### src/rtl/vga_rx.sv
// Sink-side VGA timing decoder: recovers pixel coordinates from an
// hsync/vsync/valid/RGB stream and checks line, frame and active geometry.
module vga_rx #(
    parameter int H_ACTIVE = 640,
    parameter int V_ACTIVE = 480,
    parameter int H_TOTAL  = 800,
    parameter int V_TOTAL  = 525
) (
    input  logic        pclk,
    input  logic        reset,
    input  logic        hsync,
    input  logic        vsync,
    input  logic        valid,
    input  logic [7:0]  vga_r,
    input  logic [7:0]  vga_g,
    input  logic [7:0]  vga_b,
    input  logic        err_clr,
    output logic        pix_we,
    output logic [9:0]  pix_x,
    output logic [9:0]  pix_y,
    output logic [23:0] pix_data,
    output logic        frame_done,
    output logic [15:0] frame_cnt,
    output logic        locked,
    output logic        err_hline,
    output logic        err_vframe,
    output logic        err_active
);

    typedef enum logic [1:0] {IDLE, MEASURE, LOCKED} state_t;

    localparam logic [9:0] H_ACT = 10'(H_ACTIVE);
    localparam logic [9:0] V_ACT = 10'(V_ACTIVE);
    localparam logic [9:0] H_TOT = 10'(H_TOTAL);
    localparam logic [9:0] V_TOT = 10'(V_TOTAL);

    state_t      state, state_nx;
    logic        s1_hsync, s1_vsync, s1_valid, s1_err_clr;
    logic [23:0] s1_rgb;
    logic        hs_prev, vs_prev;
    logic        hfall, vfall, running;
    logic [9:0]  h_len, col, row, v_lines;
    logic [9:0]  row_upd, vlines_upd, col_eff, row_eff;
    logic        line_valid, h_armed, frame_bad;
    logic        in_area, wr;
    logic        ev_line, ev_frame, ev_active, any_err, frame_clean, done_d;

    // Stage 1. Sync registers idle high so reset release never looks like a falling edge.
    // NOTE: sequential state is written only with non-blocking assignments.
    always_ff @(posedge pclk or negedge reset) begin
        if (!reset) begin
            s1_hsync   <= 1'b1;
            s1_vsync   <= 1'b1;
            s1_valid   <= 1'b0;
            s1_err_clr <= 1'b0;
            s1_rgb     <= '0;
            hs_prev    <= 1'b1;
            vs_prev    <= 1'b1;
        end else begin
            s1_hsync   <= hsync;
            s1_vsync   <= vsync;
            s1_valid   <= valid;
            s1_err_clr <= err_clr;
            s1_rgb     <= {vga_r, vga_g, vga_b};
            hs_prev    <= s1_hsync;
            vs_prev    <= s1_vsync;
        end
    end

    assign hfall   = hs_prev & ~s1_hsync;
    assign vfall   = vs_prev & ~s1_vsync;
    assign running = (state != IDLE);

    // Line end is folded in before frame end, then the pixel of this cycle
    // lands on the freshly updated coordinates.
    // NOTE: every combinational output gets a default first, so no latch is inferred.
    always_comb begin
        row_upd    = row;
        vlines_upd = v_lines + {9'd0, hfall};
        if (hfall && line_valid) row_upd = row + 10'd1;
        col_eff    = hfall ? 10'd0 : col;
        row_eff    = vfall ? 10'd0 : row_upd;
        in_area    = (col_eff < H_ACT) && (row_eff < V_ACT);
        wr         = running && s1_valid && in_area;
        ev_line    = running && hfall && h_armed && (h_len != H_TOT);
        ev_frame   = running && vfall && (vlines_upd != V_TOT);
        ev_active  = running && ((s1_valid && !in_area) ||
                                 (hfall && line_valid && (col != H_ACT)) ||
                                 (vfall && (row_upd != V_ACT)));
        any_err    = ev_line || ev_frame || ev_active;
        frame_clean = !frame_bad && !any_err;
    end

    always_ff @(posedge pclk or negedge reset) begin
        if (!reset) begin
            h_len      <= '0;
            col        <= '0;
            row        <= '0;
            v_lines    <= '0;
            line_valid <= 1'b0;
            h_armed    <= 1'b0;
            frame_bad  <= 1'b0;
        end else begin
            if (hfall)                h_len <= 10'd1;
            else if (h_len != 10'h3FF) h_len <= h_len + 10'd1;

            if (wr)         col <= col_eff + 10'd1;
            else if (hfall) col <= '0;

            row     <= vfall ? 10'd0 : row_upd;
            v_lines <= vfall ? 10'd0 : vlines_upd;

            if (hfall)         line_valid <= s1_valid;
            else if (s1_valid) line_valid <= 1'b1;

            // The first hfall after leaving IDLE only arms the line-length check.
            if (!running)   h_armed <= 1'b0;
            else if (hfall) h_armed <= 1'b1;

            if (vfall)        frame_bad <= 1'b0;
            else if (any_err) frame_bad <= 1'b1;
        end
    end

    always_ff @(posedge pclk or negedge reset) begin
        if (!reset) state <= IDLE;
        else        state <= state_nx;
    end

    always_comb begin
        state_nx = state;
        case (state)
            IDLE:    if (vfall)                state_nx = MEASURE;
            MEASURE: if (vfall && frame_clean) state_nx = LOCKED;
            LOCKED:  if (any_err)              state_nx = MEASURE;
            default:                           state_nx = IDLE;
        endcase
    end

    always_comb begin
        locked = 1'b0;
        done_d = 1'b0;
        if (state == LOCKED) begin
            locked = 1'b1;
            done_d = vfall && frame_clean;
        end
    end

    // Stage 2 outputs; an error event in the same cycle as err_clr keeps the flag set.
    always_ff @(posedge pclk or negedge reset) begin
        if (!reset) begin
            pix_we     <= 1'b0;
            pix_x      <= '0;
            pix_y      <= '0;
            pix_data   <= '0;
            frame_done <= 1'b0;
            frame_cnt  <= '0;
            err_hline  <= 1'b0;
            err_vframe <= 1'b0;
            err_active <= 1'b0;
        end else begin
            pix_we <= wr;
            if (wr) begin
                pix_x    <= col_eff;
                pix_y    <= row_eff;
                pix_data <= s1_rgb;
            end
            frame_done <= done_d;
            if (done_d) frame_cnt <= frame_cnt + 16'd1;

            if (ev_line)         err_hline <= 1'b1;
            else if (s1_err_clr) err_hline <= 1'b0;
            if (ev_frame)        err_vframe <= 1'b1;
            else if (s1_err_clr) err_vframe <= 1'b0;
            if (ev_active)       err_active <= 1'b1;
            else if (s1_err_clr) err_active <= 1'b0;
        end
    end

endmodule

### config.mk
export PLATFORM = sky130hd
export DESIGN_NAME = vga_rx
export DESIGN_NICKNAME = d
export VERILOG_FILES = /design/src/rtl/vga_rx.sv
export SDC_FILE = /design/constraint.sdc
export NUM_CORES = 1
export LEC_CHECK = 0
export CORE_MARGIN = 10
export CORE_UTILIZATION = 50
export DETAILED_ROUTE_END_ITERATION = 10
export DONT_BUFFER_PORTS = 1
export SETUP_SLACK_MARGIN = 0.5
export SKIP_CTS_REPAIR_TIMING = 1
export SLEW_MARGIN = 30
export SYNTH_ARGS = -nofsm -noshare
export SYNTH_HDL_FRONTEND = slang
export SYNTH_SLANG_ARGS = --single-unit
### constraint.sdc
create_clock -name pclk -period 3.7 [get_ports pclk]
set_input_delay 0.37 -clock pclk [delete_from_list [all_inputs] [get_ports pclk]]
set_output_delay 0.37 -clock pclk [all_outputs]
set_load 0.05 [all_outputs]
[After elaboration in Yosys (flattened, before gate mapping)]
Index checks and enable logic that the tools add are counted.
Widths: inputs -> output; s select.
Operators by class
  muxes and demuxes: 23
  magnitude comparators: 2
  reductions and logical operators: 31
  add/subtract/negate cells: 5
  bitwise gates (word level): 4
  equal/unequal tests: 11
Operators with widths (number)
  $mux 10: 7
  $ne 10x10->1 const B: 4
  $add 10x1->10 const B: 3
  $add 16x1->16 const B: 1
  $logic_and 1x1->1: 15
  $reduce_bool 2->1: 7
  $mux 1: 12
  $add 10x1->10: 1
  $lt 10x10->1 const B: 1
  $lt 10x9->1 const B: 1
  $ne 10x9->1 const B: 1
  $ne 2x2->1 const B: 4
  $mux 2: 3
  $pmux 2 s3: 1
  $logic_or 1x1->1: 4
  $logic_not 1->1: 3
  $reduce_and 3->1: 1
  $and 1x1->1: 2
  $eq 2x1->1 const B: 1
  $eq 2x2->1 const B: 1
  $logic_not 2->1: 1
  $not 1->1: 2
Storage, ports and cells
  output and inout port bits: 66
  register bits: 140
  bits of input ports: 30

[Depth between registers and ports, before layout]
  word-level depth: 18
  mapped depth: 12

[Worst setup path after synthesis]
No wires, ideal clock.
  kind: register to register
  start point: register hs_prev
  end point: register frame_cnt[1]
  stages on the path, launching flop included: 13
  setup slack: 0.705 ns
  buffers on the path: 2
  arrival: 2.871 ns
  required time: 3.575 ns
  path through: dfstp_2 nand2b_1 buf_2 inv_1 buf_1 ha_1 ha_1 nand2_1 o21ai_0 a311oi_1 a211oi_2 nand3_1 mux2_2
On the way
  word-level cells in the longest chain between the ends: 16
  elaborated cells between the ends (all ways): 28
  classes of those cells: 1 x add/sub; 2 x order compare; 2 x eq/ne; 4 x mux; 1 x bitwise; 18 x reduce/logical
Ends and longest elaborated chain
  from (decl): RTL line 40  | logic hs_prev, vs_prev;
  from (signal assigned): RTL line 65  | hs_prev <= s1_hsync;
  $and 1x1->1 (*): RTL line 70  | assign hfall = hs_prev & ~s1_hsync;
  $logic_and 1x1->1: RTL line 80, 88
  $mux 10: RTL line 80  | if (hfall && line_valid) row_upd = row + 10'd1;
  $mux 10: RTL line 82  | row_eff = vfall ? 10'd0 : row_upd;
  $lt 10x9->1: RTL line 83  | in_area = (col_eff < H_ACT) && (row_eff < V_ACT);
  $logic_and 1x1->1: RTL line 83
  $logic_not 1->1: RTL line 87  | ev_active = running && ((s1_valid && !in_area) ||
  $logic_and 1x1->1: RTL line 87
  $logic_or 1x1->1: RTL line 87
  $logic_or 1x1->1: RTL line 88  | (hfall && line_valid && (col != H_ACT)) ||
  $logic_and 1x1->1: RTL line 87
  $logic_or 1x1->1 (*): RTL line 90  | any_err = ev_line || ev_frame || ev_active;
  $logic_not 1->1 (*): RTL line 91  | frame_clean = !frame_bad && !any_err;
  $logic_and 1x1->1 (*): RTL line 91
  $logic_and 1x1->1 (*): RTL line 145  | done_d = vfall && frame_clean;
  $mux 1 (*): RTL line 143  | if (state == LOCKED) begin
  to (signal assigned): RTL line 169  | if (done_d) frame_cnt <= frame_cnt + 16'd1;
  to (decl): RTL line 23  | output logic [15:0] frame_cnt,
Every way passes the cells marked *; elsewhere a longest branch is shown, timed or not.
A chain may end at the register's enable or synchronous reset.

[Worst setup path in the final report]
  start point: register hs_prev
  end point: register col[8]
On the way
  word-level cells in the longest chain between the ends: 8
  elaborated cells between the ends (all ways): 11
  classes of those cells: 1 x add/sub; 2 x order compare; 4 x mux; 1 x bitwise; 3 x reduce/logical
Ends and longest elaborated chain
  $and 1x1->1 (*): RTL line 70
  $logic_and 1x1->1: RTL line 80
  $mux 10: RTL line 80
  $mux 10: RTL line 82
  $lt 10x9->1: RTL line 83
  $logic_and 1x1->1: RTL line 83
  $logic_and 1x1->1: RTL line 84  | wr = running && s1_valid && in_area;
  $mux 10 (*): RTL line 107  | if (wr) col <= col_eff + 10'd1;
  to (signal assigned): RTL line 107
  to (decl): RTL line 42  | logic [9:0] h_len, col, row, v_lines;
Marked as above.

==> out/results.txt <==
Status: finished, violations left
Failing checks: negative hold slack
Synth top cells by count: 136 x dfrtp_1, 130 x nand2_1, 42 x nor2_1
RePlAce Congestion: 0.830
Total gr overflow: 0
Post-DR wirelength/cell: 16.3 um
Min cycle time layout: 3050 ps
Least-Margin Pin Slew: 763 ps
Largest area contributor in the netlist: dfrtp_1
Crit end category: register
Vias in the first global route: 3998
Layout net count: 632
Reg power frac: 54.2%
Critical Path RT: 4030 ps
Main combinational cell family by area after synthesis: simple AND/OR/NAND/NOR gates
Critical path, cell by cell: nand2b_1 -> buf_4 -> nor4_4 -> xor2_1 -> a311o_1 -> a21o_4 -> buf_6 -> or4_1 -> a21oi_1
Hold Fails Final Rpt: 140
CTS tree: done
FFs w/ async S/R, synth: 100%
Port Buffers: 0
Synth Instances: 551
Static Leakage: 3.19 nW
Maximum resistive drop on vdd: 0.458 mV
Setup WS pre-CTS: 335 ps
Drt total wl: 12.2 mm
Antenna fix cells: 0
Crit Path Category: register to register
Crit path max-delay family: simple AND/OR/NAND/NOR gates
Crit-path max FO: 34
Die area: 16400 um^2
Post-route setup slack: 652 ps
RSZ-0062 raised after global routing: yes
Die Wd: 128 um
Via density: 5.37
DRC viols: 0
Net Sw Frac: 35.9%
First-pass GRT wire length: 19.8 mm
Final period utilization: 82.4%
H-Tree Depth: 4
Initial DRC count: 242
Highest Clock Rate: 328 MHz
Total Power: 4.44 mW
Clock skew: 10.5 ps
Max_cap viols: 0
Core area: 11400 um^2
Syn avg cell area: 10.6 um^2
Die Y-Extent: 128 um
Synth Register Bits: 140
Combinational Power Share: 11.9%
Setup TNS: 0 ps
Complex-gate fraction of the synthesized area: 5.91%
Slew Limit Fails: 0
Finished Cell Area: 6910 um^2
Detailed Routing Iterations Pass 1: 6
Adder-cell share of the synthesized area: 1.51%
Synthesized Nets: 588
Simple-gate portion of the synthesized area: 21.4%
Pwr dens: 643 nW/um^2
# setup viols final: 0
TritonCTS sink count: 140
Cell total after placement: 683
Clk Latency, worst-skew pair: 420 ps
Filler cells: 958
Critical path launch point type: register
Area after DPL: 5970 um^2
Post-synth cell types: 49
Slew HR: 49.1%
Total Routing Usage GR: 15.1%
Crit path DAT: 3380 ps
Sequential area share after synthesis: 60.3%
Synth top area share: 58.5%
EDFF count, synth: 0
Worst path bufs/invs: 2
CTS buffer count: 17
Mux share of post-synthesis cell area: 2.06%
Hold Crit Class: input pin to async pin
Pin count of the biggest net entering global routing: 141
Slowest stage delay, CP: 530 ps
Initial antenna violation count: 0
Finished Layout Cells: 750
Post-DP HPWL: 8.01 mm
Post-synth top flop: dfrtp_1
Internal: 2.85 mW
Yosys warning count: 0
Reported net switching power: 1.59 mW
I/O Pins: 96
Fin util: 60.5%
Area growth, synth to finish: 18.7%
Top cells by area, synth: dfrtp_1 58%, nand2_1 8.4%, xnor2_1 3.9%
Clk pin slew, worst setup/hold paths: 60 ps
Final hold slack: -346 ps
Detailed-route via count: 4030
Root Driver: clkbuf_16
Xor and xnor area share after synthesis: 6.47%
Std cell rows: 39
Post-Synthesis Cell Area: 5820 um^2
Share of cells above drive strength 1: 12.0%
CP max-delay cell: dfstp_2
Detail Route Antenna Nets: 0
Initial core utilization: 51.0%
CTS max path bufs: 2
Clock Power Share: 33.8%
Top-count cell post-synth: dfrtp_1
-- final timing paths --
| kind | start | to | slack (ps) | cells after the start |
|---|---|---|---|---|
| max | hs_prev$_DFF_PN1_ | col[8]$_DFF_PN0_ | 650 | 9 |
| min | reset | pix_x[4]$_DFFE_PN0P_ | -350 | 0 |
| max reg2reg | hs_prev$_DFF_PN1_ | col[8]$_DFF_PN0_ | 650 | 9 |
| min reg2reg | s1_hsync$_DFF_PN1_ | hs_prev$_DFF_PN1_ | 380 | 0 |
| max in group asynchronous | reset | s1_hsync$_DFF_PN1_ | 3790 | 0 |
| min in group pclk | s1_hsync$_DFF_PN1_ | hs_prev$_DFF_PN1_ | 380 | 0 |
-- cells by family after synthesis --
| family | Yosys count |
|---|---|
| mux | 11 |
| fa+ha+maj | 7 |
| simple gates | 266 |
| flops | 140 |
| buf+inv | 33 |
| xor+xnor | 43 |
| compound gates | 51 |
-- power groups by stage --
stage / logic, mW / registers, mW / clock network (mW)
6_report: 0.530 / 2.41 / 1.50
5_1_grt: 0.614 / 2.45 / 1.62
4_1_cts: 0.466 / 2.41 / 1.54
3_5_place_dp: 0.464 / 2.44 / 0
3_3_place_gp: 0.448 / 2.44 / 0
2_1_floorplan: 0.378 / 2.37 / 0
-- placed cells by master, fill, tap and decap left out, types with 3 or more instances in the layout --
cell type      count
dfrtp_1          134
nand2_1          130
nor2_1            41
dlygate4sd3_1     28
xnor2_1           26
nand4_1           21
xor2_1            17
clkbuf_16         17
nand3_1           16
o21ai_0           16
buf_4             14
inv_1             13
and3_1            12
a21oi_1           12
mux2_2             8
and2_1             6
ha_1               6
nand2b_1           5
nor3_1             5
clkinvlp_4         5
nand4b_1           4
o31ai_1            4
clkinv_2           4
dfstp_2            4
or4_1              3
nor4_1             3
mux2i_1            3
a21o_1             3
-- area by class of cell --
| cell class | count | area, um^2 | share of cell area [%] |
|---|---|---|---|
| clock buffers | 21 | 460 | 6.67 |
| clock inverters | 10 | 68.8 | 0.996 |
| inverters | 15 | 63.8 | 0.924 |
| multi-input cells | 378 | 2230 | 32.3 |
| flip-flops and latches | 140 | 3510 | 50.8 |
| well taps | 143 | 179 | 2.59 |
| repair buffers | 43 | 397 | 5.74 |
-- per-layer routing --
metal	global-route usage (%)	vias to the layer above	part of all wire (%)
met4	5.43	0	0.89
li1	-	1958	-
met2	21.9	108	47
met3	8.81	9	10
met1	18.2	1955	42
met5	0	-	0
-- flip-flops by register name (all words and copies together) (netlist names), 10 cells and up --
signal     flops
pix_data      24
s1_rgb        24
frame_cnt     16
col           10
h_len         10
pix_x         10
pix_y         10
row           10
v_lines       10
Power figures use the tool's default switching activity.
